===== config.mk =====
export PLATFORM = sky130hd
export DESIGN_NAME = freq_gate_sequencer
export DESIGN_NICKNAME = d
export VERILOG_FILES = /design/src/rtl/freq_gate_sequencer.sv
export SDC_FILE = /design/constraint.sdc
export NUM_CORES = 1
export LEC_CHECK = 0
export CORE_MARGIN = 5
export CORE_UTILIZATION = 49
export CTS_CLUSTER_SIZE = 8
export DETAILED_ROUTE_END_ITERATION = 10
export PLACE_DENSITY = 0.7
export SETUP_SLACK_MARGIN = 0.02
export SYNTH_ARGS = -nofsm -noshare
export SYNTH_HDL_FRONTEND = slang
export SYNTH_SLANG_ARGS = --single-unit

===== constraint.sdc =====
create_clock -name clk -period 7.9 [get_ports clk]
set_input_delay 1.58 -clock clk [delete_from_list [all_inputs] [get_ports clk]]
set_output_delay 1.58 -clock clk [all_outputs]
set_load 0.05 [all_outputs]

===== src/rtl/freq_gate_sequencer.sv =====
// rtl/freq_gate_sequencer.sv - gated edge counter with decile digit output for the freq-counter tile
// Sequences IDLE -> GATE -> LATCH -> HOLD, counting both sig polarities inside each gate window.
module freq_gate_sequencer #(
  parameter int GATE_CYCLES = 200,
  parameter int HOLD_CYCLES = 50,
  parameter int CNT_W       = 8
) (
  input  logic             clk,
  input  logic             reset,
  input  logic             sig,
  input  logic             start,
  input  logic             cont,
  output logic             busy,
  output logic [CNT_W-1:0] count_o,
  output logic [3:0]       digit_o,
  output logic             valid_o,
  output logic             overflow_o
);

  localparam int GW = $clog2(GATE_CYCLES);
  localparam int HW = (HOLD_CYCLES > 1) ? $clog2(HOLD_CYCLES) : 1;

  localparam logic [GW-1:0]    GATE_LOAD = GW'(GATE_CYCLES - 1);
  localparam logic [GW-1:0]    GATE_ONE  = GW'(1);
  localparam logic [HW-1:0]    HOLD_LOAD = HW'(HOLD_CYCLES - 1);
  localparam logic [HW-1:0]    HOLD_ONE  = HW'(1);
  localparam logic [CNT_W-1:0] CNT_MAX   = {CNT_W{1'b1}};
  localparam logic [CNT_W-1:0] CNT_ONE   = CNT_W'(1);

  typedef enum logic [1:0] {
    IDLE  = 2'd0,
    GATE  = 2'd1,
    LATCH = 2'd2,
    HOLD  = 2'd3
  } state_t;

  state_t           state;
  state_t           state_n;
  logic             gate_go;
  logic             sig_d1;
  logic             sig_d2;
  logic             edge_w;
  logic [GW-1:0]    gate_cnt;
  logic [HW-1:0]    hold_cnt;
  logic [CNT_W-1:0] edge_cnt;

  // Decile index: number of thresholds T_k = ceil(GATE_CYCLES*k/10) that c strictly exceeds.
  function automatic logic [3:0] digit_of(input logic [CNT_W-1:0] c);
    logic [3:0] d;
    d = 4'd0;
    for (int k = 1; k <= 9; k++) begin
      if (int'(c) > (GATE_CYCLES * k + 9) / 10) d = d + 4'd1;
    end
    return d;
  endfunction

  assign edge_w = sig_d1 ^ sig_d2;

  always_ff @(posedge clk) begin
    if (reset) state <= IDLE;
    else       state <= state_n;
  end

  always_comb begin
    state_n = state;
    gate_go = 1'b0;
    busy    = (state != IDLE);
    case (state)
      IDLE: begin
        if (start) begin
          state_n = GATE;
          gate_go = 1'b1;
        end
      end
      GATE: begin
        if (gate_cnt == '0) state_n = LATCH;
      end
      LATCH: begin
        state_n = HOLD;
      end
      HOLD: begin
        if (hold_cnt == '0) begin
          if (cont) begin
            state_n = GATE;
            gate_go = 1'b1;
          end else begin
            state_n = IDLE;
          end
        end
      end
      default: state_n = IDLE;
    endcase
  end

  always_ff @(posedge clk) begin
    if (reset) begin
      sig_d1     <= 1'b0;
      sig_d2     <= 1'b0;
      gate_cnt   <= '0;
      hold_cnt   <= '0;
      edge_cnt   <= '0;
      count_o    <= '0;
      digit_o    <= 4'd0;
      valid_o    <= 1'b0;
      overflow_o <= 1'b0;
    end else begin
      sig_d1  <= sig;
      sig_d2  <= sig_d1;
      valid_o <= 1'b0;

      if (gate_go) begin
        gate_cnt <= GATE_LOAD;
        edge_cnt <= '0;
      end else if (state == GATE) begin
        if (gate_cnt != '0) gate_cnt <= gate_cnt - GATE_ONE;
        // Counter sticks at full scale; an edge arriving there marks the window as clipped.
        if (edge_w) begin
          if (edge_cnt == CNT_MAX) overflow_o <= 1'b1;
          else                     edge_cnt   <= edge_cnt + CNT_ONE;
        end
      end

      if (state == LATCH) begin
        count_o  <= edge_cnt;
        digit_o  <= digit_of(edge_cnt);
        valid_o  <= 1'b1;
        hold_cnt <= HOLD_LOAD;
      end else if (state == HOLD && hold_cnt != '0) begin
        hold_cnt <= hold_cnt - HOLD_ONE;
      end
    end
  end

endmodule


==> summary.md, run 1 <==
| Metric | Value |
|---|---|
| Hold EP | digit_o[3]$_SDFFE_PP0P_ |
| Power Density | 241 mW/mm² |
| Wire per inst | roughly 13 µm |
| Yosys Warn Count | 0 |
| FF-to-FF setup slack | ~2.6 ns |
| Setup-failing EPs final | 0 |
| Fin crit share | between 60% and 70% |
| Post-synth top area cell | dfxtp_1 |
| Routed WL | 5100 µm |
| Clock sinks | 40 |
| # hold bufs at CTS | 0 |
| CP top delay family | adder cells |
| Die width | 82.8 µm |
| Vias in the first global route | 1937 |
| Top_reg_cell synth | dfxtp_1 |
| Initial antenna violation count | 0 |
| Final worst slack | 2.57 ns |
| Fmax achieved | 188 MHz |
| Post-DRT Antenna Nets | 0 |
| Drt initial violations | 102 |
| CTS clk-pin slew, worst paths | roughly 0.09 ns |
| Synthesized Nets | roughly 330 |
| Worst path bufs/invs | 2 |
| Syn Inst Count | 308 |
| Minimum clock period | 5.33 ns |
| Worst min-delay path startpoint | digit_o[3]$_SDFFE_PP0P_ |
| Post-synthesis sequential area ratio | 30.8% |
| Post-CTS Setup Bufs | 0 |
| CP max FO | 9 |
| FFs w/ async S/R, synth | 0% |
| RSZ-0062 raised after global routing | no |
| Hold Crit Depth | 2 |
| Gp weighted congestion | 0.923 |
| Total track usage | 15.4% |
| Hold Vio Cnt, Final | 0 |
| Die height | 82.8 µm |
| Most common cell in the netlist | nor2_1 |
| Resized cells post-CTS | 0 |
| TritonCTS Buffers | 5 |
| Post-synth EDFFs | 0 |
| Slowest stage cell, crit path | ha_1 |
| Capturing point of the worst reg2reg path | digit_o[3]$_SDFFE_PP0P_ |
| Top cells by area, synth | dfxtp_1, ha_1, nor2_1, xnor2_1, xor2_1 |
| Netlist Area Pre-Place | approximately 0.0026 mm² |
| Antenna cells | 0 |
| Clock latency at the later pin of the worst-skew pair | 0.30 ns |
| Final Net Count | 340 |
| WP depth | 24 |
| Top cell by count, worst path | ha_1 |
| Worst setup EP type | register |
| Syn Area/Cell | 8.44 µm² |
| Final clock skew | 0.0124 ns |
| Yosys top cell area share | 30.8% |
| Rows | 26 |
| Via density | 5.37 |
| VDD IR max | between 0.15 and 0.2 mV |
| Setup tns final | 0 ns |
| Outcome | complete, no violations |
| Critical-path cell list | inv_1 -> ha_1 -> nand2b_1 -> a311o_1 -> ha_1 -> xor2_4 -> ha_1 -> inv_1 -> xnor2_1 -> o221ai_2 -> ha_1 -> o2bb2ai_1 -> a31oi_1 -> xor2_1 -> o22ai_1 -> a21o_1 -> ha_1 -> o211ai_1 -> xor2_1 -> xnor3_1 -> and4bb_1 -> xor2_1 -> xnor2_1 -> o21ai_1 |
| Share of cells above drive strength 1 | approximately 6.3% |
| Crit path kind | register to register |
| Via count | 2094 |
| DRC viols | 0 |
| R2r startpoint | edge_cnt[0]$_SDFFE_PP0P_ |
| Max-cap violations | 0 |
| Actual slew at the worst max-slew pin | around 0.94 ns |
| Largest stage delay, worst path | 0.50 ns |
| PortBufs | 19 |
| IO Count | 20 |
| Slew margin rel. | 37.5% |
| CTS tree | done |
| Data arrival time of the worst path | 5.51 ns |
| Die ar. | 0.00686 mm² |
| Core footprint | around 0.0051 mm² |
| Maximum buffer depth of the clock tree | 2 |
| GRT Residual Overflow | 0 |
| Synth unique cells | slightly above 60 |
| Post-place setup slack | 2.55 ns |
| Post-detail-place hpwl | 3740 µm |
| Crit path launch type | register |
| Pins over their slew limit | 0 |
| WP data required | 8.09 ns |
| Worst hold margin | between 0.4 and 0.5 ns |
| Clock Root Buffer | clkbuf_8 |
| Largest net degree at the start of global routing | 31 |
| Area grow syn2layout | 12.7% |
| Pleak | 0.00112 µW |
| Pre-antenna DRT Iters | 4 |
| Layout Utilization | 57.0% |
| Top cells by count, synth | nor2_1, dfxtp_1, nand2_1 |
| Hold crit path type | register to register |
| R2R cell count | 24 |
| Initial Utilization | 50.6% |
| Htree depth | 2 |
| Flops & latches, synth | 40 |
| First-pass GRT wire length | ~9000 µm |
==> metrics by stage <==
step / cells / cell area, µm² / power (µW)
after floorplan: 308 / 2600 / 480
after global placement: 382 / 2810 / 534
after detailed placement: 382 / 2810 / 540
after CTS: 390 / 2930 / 714
after global routing: 390 / 2930 / 755
final: 390 / 2930 / 705
==> placed cells by master (no fill, tap or decap), drive strengths merged, types with 2 or more instances in the layout <==
master and count:
o31ai 2, clkinv 2, or2 3, o22ai 3, nand4 2, xor2 15, dfxtp 40, mux2i 10
nand2b 10, nor3 4, o21ai 12, nor4 6, clkdlybuf4s50 19, nor3b 2, nand3b 2, nor2b 6
nand2 22, a21boi 2, inv 15, o311a 2, or3 4, a31oi 4, clkbuf 5, xnor2 19
nand3 2, a21oi 10, nor2 47, a211oi 4, a41oi 3, and2 3, ha 16, a2111oi 2
==> where the power goes <==
part	total [µW]	switching, µW	leakage [µW]	internal, µW
combinational	269	160	0.000739	109
clock	171	76.3	0.0000583	95.1
sequential	265	27.9	0.000325	237
total	705	264	0.00112	442
==> cell families after synthesis <==
group	share of synthesized area [%]
simple gates	23.2
fa+ha+maj	7.70
mux	4.29
buf+inv	4.96
flops	30.8
compound gates	15.7
xor+xnor	13.3
==> flip-flops by register name (all words and copies together) (netlist names) <==
signal and flops:
count_o 8, digit_o 4, edge_cnt 8, gate_cnt 8, hold_cnt 6, overflow_o 1
sig_d1 1, sig_d2 1, state 2, valid_o 1
==> worst reg2reg max path: cells and delay by family (launching register included) <==
kind,cells,cell delay [ns]
xor+xnor,7,1.34
fa+ha+maj,5,1.60
buf+inv,2,0.17
simple gates,2,0.41
flops,1,0.35
compound gates,8,1.36
==> metal layers <==
layer  GRT usage (%)  routed length, µm  up-vias
met5               0                  0        -
li1                -                  -     1095
met4            4.90                 65        0
met3            3.86                207        6
met2            23.8               2270       33
met1            21.0               2550      960
==> cell type report <==
| type | count | area (µm²) |
|---|---|---|
| Fill cell | 491 | 2210 |
| Clock buffer | 5 | 68.8 |
| Sequential cell | 40 | 801 |
| Tap cell | 70 | 87.6 |
| Multi-Input combinational cell | 237 | 1670 |
| Inverter | 15 | 56.3 |
| Clock inverter | 3 | 47.5 |
| Timing Repair Buffer | 20 | 198 |
==> how the worst max path moves through the flow <==
stage / start / end / slack, ns
after floorplan: edge_cnt[0]$_SDFFE_PP0P_ / digit_o[3]$_SDFFE_PP0P_ / 3.00
after global placement: edge_cnt[0]$_SDFFE_PP0P_ / digit_o[3]$_SDFFE_PP0P_ / 2.69
after CTS: edge_cnt[0]$_SDFFE_PP0P_ / digit_o[3]$_SDFFE_PP0P_ / 2.55
final: edge_cnt[0]$_SDFFE_PP0P_ / digit_o[3]$_SDFFE_PP0P_ / 2.57
after global routing: edge_cnt[0]$_SDFFE_PP0P_ / digit_o[3]$_SDFFE_PP0P_ / 2.12
after detailed placement: edge_cnt[0]$_SDFFE_PP0P_ / digit_o[3]$_SDFFE_PP0P_ / 2.55
(Power assumes the default switching activity.)
==> inputs of run 2 (changes only) <==
Settings changed: PLACE_DENSITY 0.7 to 0.72.
Clock period 7.9 ns to 4.65 ns, I/O delays scaled along.
==> run 2 against run 1 <==
Compared with the run above:
- combinational power rose by 75%
- utilization rose by 9.4 points
- clock skew fell by 0.0052 ns
- count of clock-buffer cells in the layout did not move
- first-iteration DRC count rose by 23%
- die area did not move
- register-to-register slack got worse by 2.5 ns
- sequential power rose by 69%
- routed wire length rose by 18%
- setup slack got worse by 2.5 ns
- clock power rose by 68%
- largest power group unchanged
==> summary.md, run 2 (synthesized netlist as in run 1, its figures left out) <==
| Metric | Value |
|---|---|
| PortBufs | 19 (unchanged) |
| Post-place setup slack | -0.149 ns (was 2.55 ns) |
| Setup tns final | 0 ns (unchanged) |
| Wire per inst | 13.9 µm (was 13.1 µm) |
| # hold bufs at CTS | 0 (unchanged) |
| Post-detail-place hpwl | 4090 µm (was 3740 µm) |
| Top cell by count, worst path | ha_4 (was ha_1) |
| Fmax achieved | 217 MHz (was 188 MHz) |
| DRC viols | 0 (unchanged) |
| Worst path bufs/invs | 2 (unchanged) |
| Initial Utilization | 50.6% (unchanged) |
| Clock latency at the later pin of the worst-skew pair | 0.29 ns (was 0.30 ns) |
| Actual slew at the worst max-slew pin | 1.00 ns (was 0.938 ns) |
| Worst setup EP type | register (unchanged) |
| Routed WL | 6000 µm (was 5100 µm) |
| Slowest stage cell, crit path | or3_4 (was ha_1) |
| Most common cell after layout, fill and taps aside | nor2_1 (unchanged) |
| Core footprint | 0.00514 mm² (unchanged) |
| Area grow syn2layout | 31.2% (was 12.7%) |
| Antenna cells | 0 (unchanged) |
| Htree depth | 2 (unchanged) |
| R2r startpoint | edge_cnt[1]$_SDFFE_PP0P_ (was edge_cnt[0]$_SDFFE_PP0P_) |
| Top sig layer | met4 (unchanged) |
| GRT Residual Overflow | 0 (unchanged) |
| WP data required | 4.84 ns (was 8.09 ns) |
| Largest stage delay, worst path | 0.34 ns (was 0.50 ns) |
| Power Density | 354 mW/mm² (was 241 mW/mm²) |
| VDD IR max | 0.417 mV (was 0.193 mV) |
| Pins over their slew limit | 0 (unchanged) |
| Die width | 82.8 µm (unchanged) |
| Hold crit path type | register to register (unchanged) |
| Slew margin rel. | 33.3% (was 37.5%) |
| Drt initial violations | 125 (was 102) |
| Crit path kind | register to register (unchanged) |
| Metal2 WL | 2990 µm (was 2270 µm) |
| Post-DRT Antenna Nets | 0 (unchanged) |
| CTS clk-pin slew, worst paths | 0.08 ns (was 0.09 ns) |
| Largest net degree at the start of global routing | 23 (was 31) |
| Most frequent cells in the layout | nor2_1, buf_4, dfxtp_1 (was nor2_1, dfxtp_1, nand2_1) |
| Share of cells above drive strength 1 | 22.6% (was 6.25%) |
| Final clock skew | 0.00719 ns (was 0.0124 ns) |
| Die ar. | 0.00686 mm² (unchanged) |
| Hold Vio Cnt, Final | 0 (unchanged) |
| Final Net Count | 383 (was 340) |
| Clock sinks | 40 (unchanged) |
| Fin crit share | 99.1% (was 67.4%) |
| Data arrival time of the worst path | 4.79 ns (was 5.51 ns) |
| Total power | 1210 µW (was 705 µW) |
| Rows | 26 (unchanged) |
| Pre-antenna DRT Iters | 4 (unchanged) |
| CP top delay family | compound AO/OA/AOI/OAI gates (was adder cells) |
| Flip-flop and latch area | 803 µm² (was 801 µm²) |
| Outcome | complete, no violations (unchanged) |
| IO Count | 20 (unchanged) |
| Fill cells | 446 (was 491) |
| R2R cell count | 25 (was 24) |
| Capturing point of the worst reg2reg path | digit_o[3]$_SDFFE_PP0P_ (unchanged) |
| Vias in the first global route | 2210 (was 1937) |
| First-pass GRT wire length | 9990 µm (was 8980 µm) |
| Worst min-delay path startpoint | digit_o[3]$_SDFFE_PP0P_ (unchanged) |
| TritonCTS Buffers | 5 (unchanged) |
| Gp weighted congestion | 0.901 (was 0.923) |
| Clock Root Buffer | clkbuf_8 (unchanged) |
| Via count | 2314 (was 2094) |
| Crit path launch type | register (unchanged) |
| Initial antenna violation count | 0 (unchanged) |
| Setup-failing EPs final | 0 (unchanged) |
| CP max FO | 5 (was 9) |
| DRT met1 WL | 2700 µm (was 2550 µm) |
| Final worst slack | 0.0426 ns (was 2.57 ns) |
| Via density | 5.34 (was 5.37) |
| Minimum clock period | 4.61 ns (was 5.33 ns) |
| Met3 wire len | 227 µm (was 207 µm) |
| Maximum buffer depth of the clock tree | 2 (unchanged) |
| Die height | 82.8 µm (unchanged) |
| Hold Crit Depth | 2 (unchanged) |
| Biggest regs | count_o x8, edge_cnt x8, gate_cnt x8 (unchanged) |
| Pleak | 0.00136 µW (was 0.00112 µW) |
| Max-cap violations | 0 (unchanged) |
| RSZ-0062 raised after global routing | yes (was no) |
| Layout Utilization | 66.4% (was 57.0%) |
| CTS tree | done (unchanged) |
| Multi-input logic area | 0.00183 mm² (was 0.00167 mm²) |
| FF-to-FF setup slack | 0.04 ns (was 2.57 ns) |
| Total track usage | 17.0% (was 15.4%) |
| Hold EP | digit_o[3]$_SDFFE_PP0P_ (unchanged) |
-- run 2: worst max path at each step --
| stage | startpoint | to | slack (ns) | cells after the start |
|---|---|---|---|---|
| final | edge_cnt[1]$_SDFFE_PP0P_ | digit_o[3]$_SDFFE_PP0P_ | 0.04 | 25 |
| after detailed placement | edge_cnt[1]$_SDFFE_PP0P_ | digit_o[3]$_SDFFE_PP0P_ | -0.15 | 25 |
| after global routing | edge_cnt[6]$_SDFFE_PP0P_ | digit_o[3]$_SDFFE_PP0P_ | -0.24 | 24 |
| after floorplan | edge_cnt[7]$_SDFFE_PP0P_ | digit_o[3]$_SDFFE_PP0P_ | 0.02 | 23 |
| after global placement | edge_cnt[1]$_SDFFE_PP0P_ | digit_o[3]$_SDFFE_PP0P_ | 0.06 | 25 |
| after CTS | edge_cnt[0]$_SDFFE_PP0P_ | digit_o[3]$_SDFFE_PP0P_ | 0.03 | 25 |
-- run 2: report_power, final --
part | switching [µW] | internal (µW) | total, µW
clock network | 128 | 159 | 287
registers | 45.6 | 404 | 449
logic | 273 | 198 | 470
total | 446 | 760 | 1210
-- run 2: area by class of cell --
class	count	share of cell area (%)
Tap cell	70	2.57
Multi-Input combinational cell	237	53.5
Clock inverter	3	1.25
Timing Repair Buffer	63	15.4
Inverter	15	1.72
Sequential cell	40	23.6
Clock buffer	5	2.02
-- run 2: what timing repair did --
action | 4_1_cts | 5_1_grt
gates resized for setup | 10 | 12
pin swaps | 12 | 18
setup buffers | 15 | 9
gates cloned | 0 | 0
endpoints found under the setup margin | 2 | 3
-- run 2: metal layers --
layer / vias to the layer above / GRT usage [%]
li1: 1168 / -
met4: 0 / 4.61
met1: 1085 / 20.8
met5: - / 0
met2: 49 / 30.0
met3: 12 / 3.76
-- run 2: per-stage QoR --
stage / instances / hold WS (ns) / area [µm²]
after floorplan: 308 / 0.458 / 2630
after global placement: 402 / 0.437 / 2990
after detailed placement: 402 / 0.451 / 2990
after CTS: 425 / 0.464 / 3270
after global routing: 433 / 0.493 / 3410
final: 433 / 0.463 / 3410
-- run 2: worst reg2reg max path, cell delays in order (launching register included) --
cell and delay [ns]:
dfxtp_2 0.33, inv_2 0.07, ha_4 0.15, nand2b_4 0.14, nand2b_4 0.05, a211o_1 0.30, ha_4 0.17, or3_4 0.34
ha_4 0.30, inv_4 0.05, xnor2_4 0.14, o221ai_4 0.12, ha_4 0.32, o2bb2ai_4 0.07, a31oi_4 0.20, xor2_2 0.17
o22ai_2 0.09, a21o_1 0.19, ha_2 0.18, o211ai_1 0.10, xor2_1 0.20, xnor3_1 0.25, and4bb_1 0.22, xor2_1 0.15
xnor2_1 0.15, o21ai_1 0.07
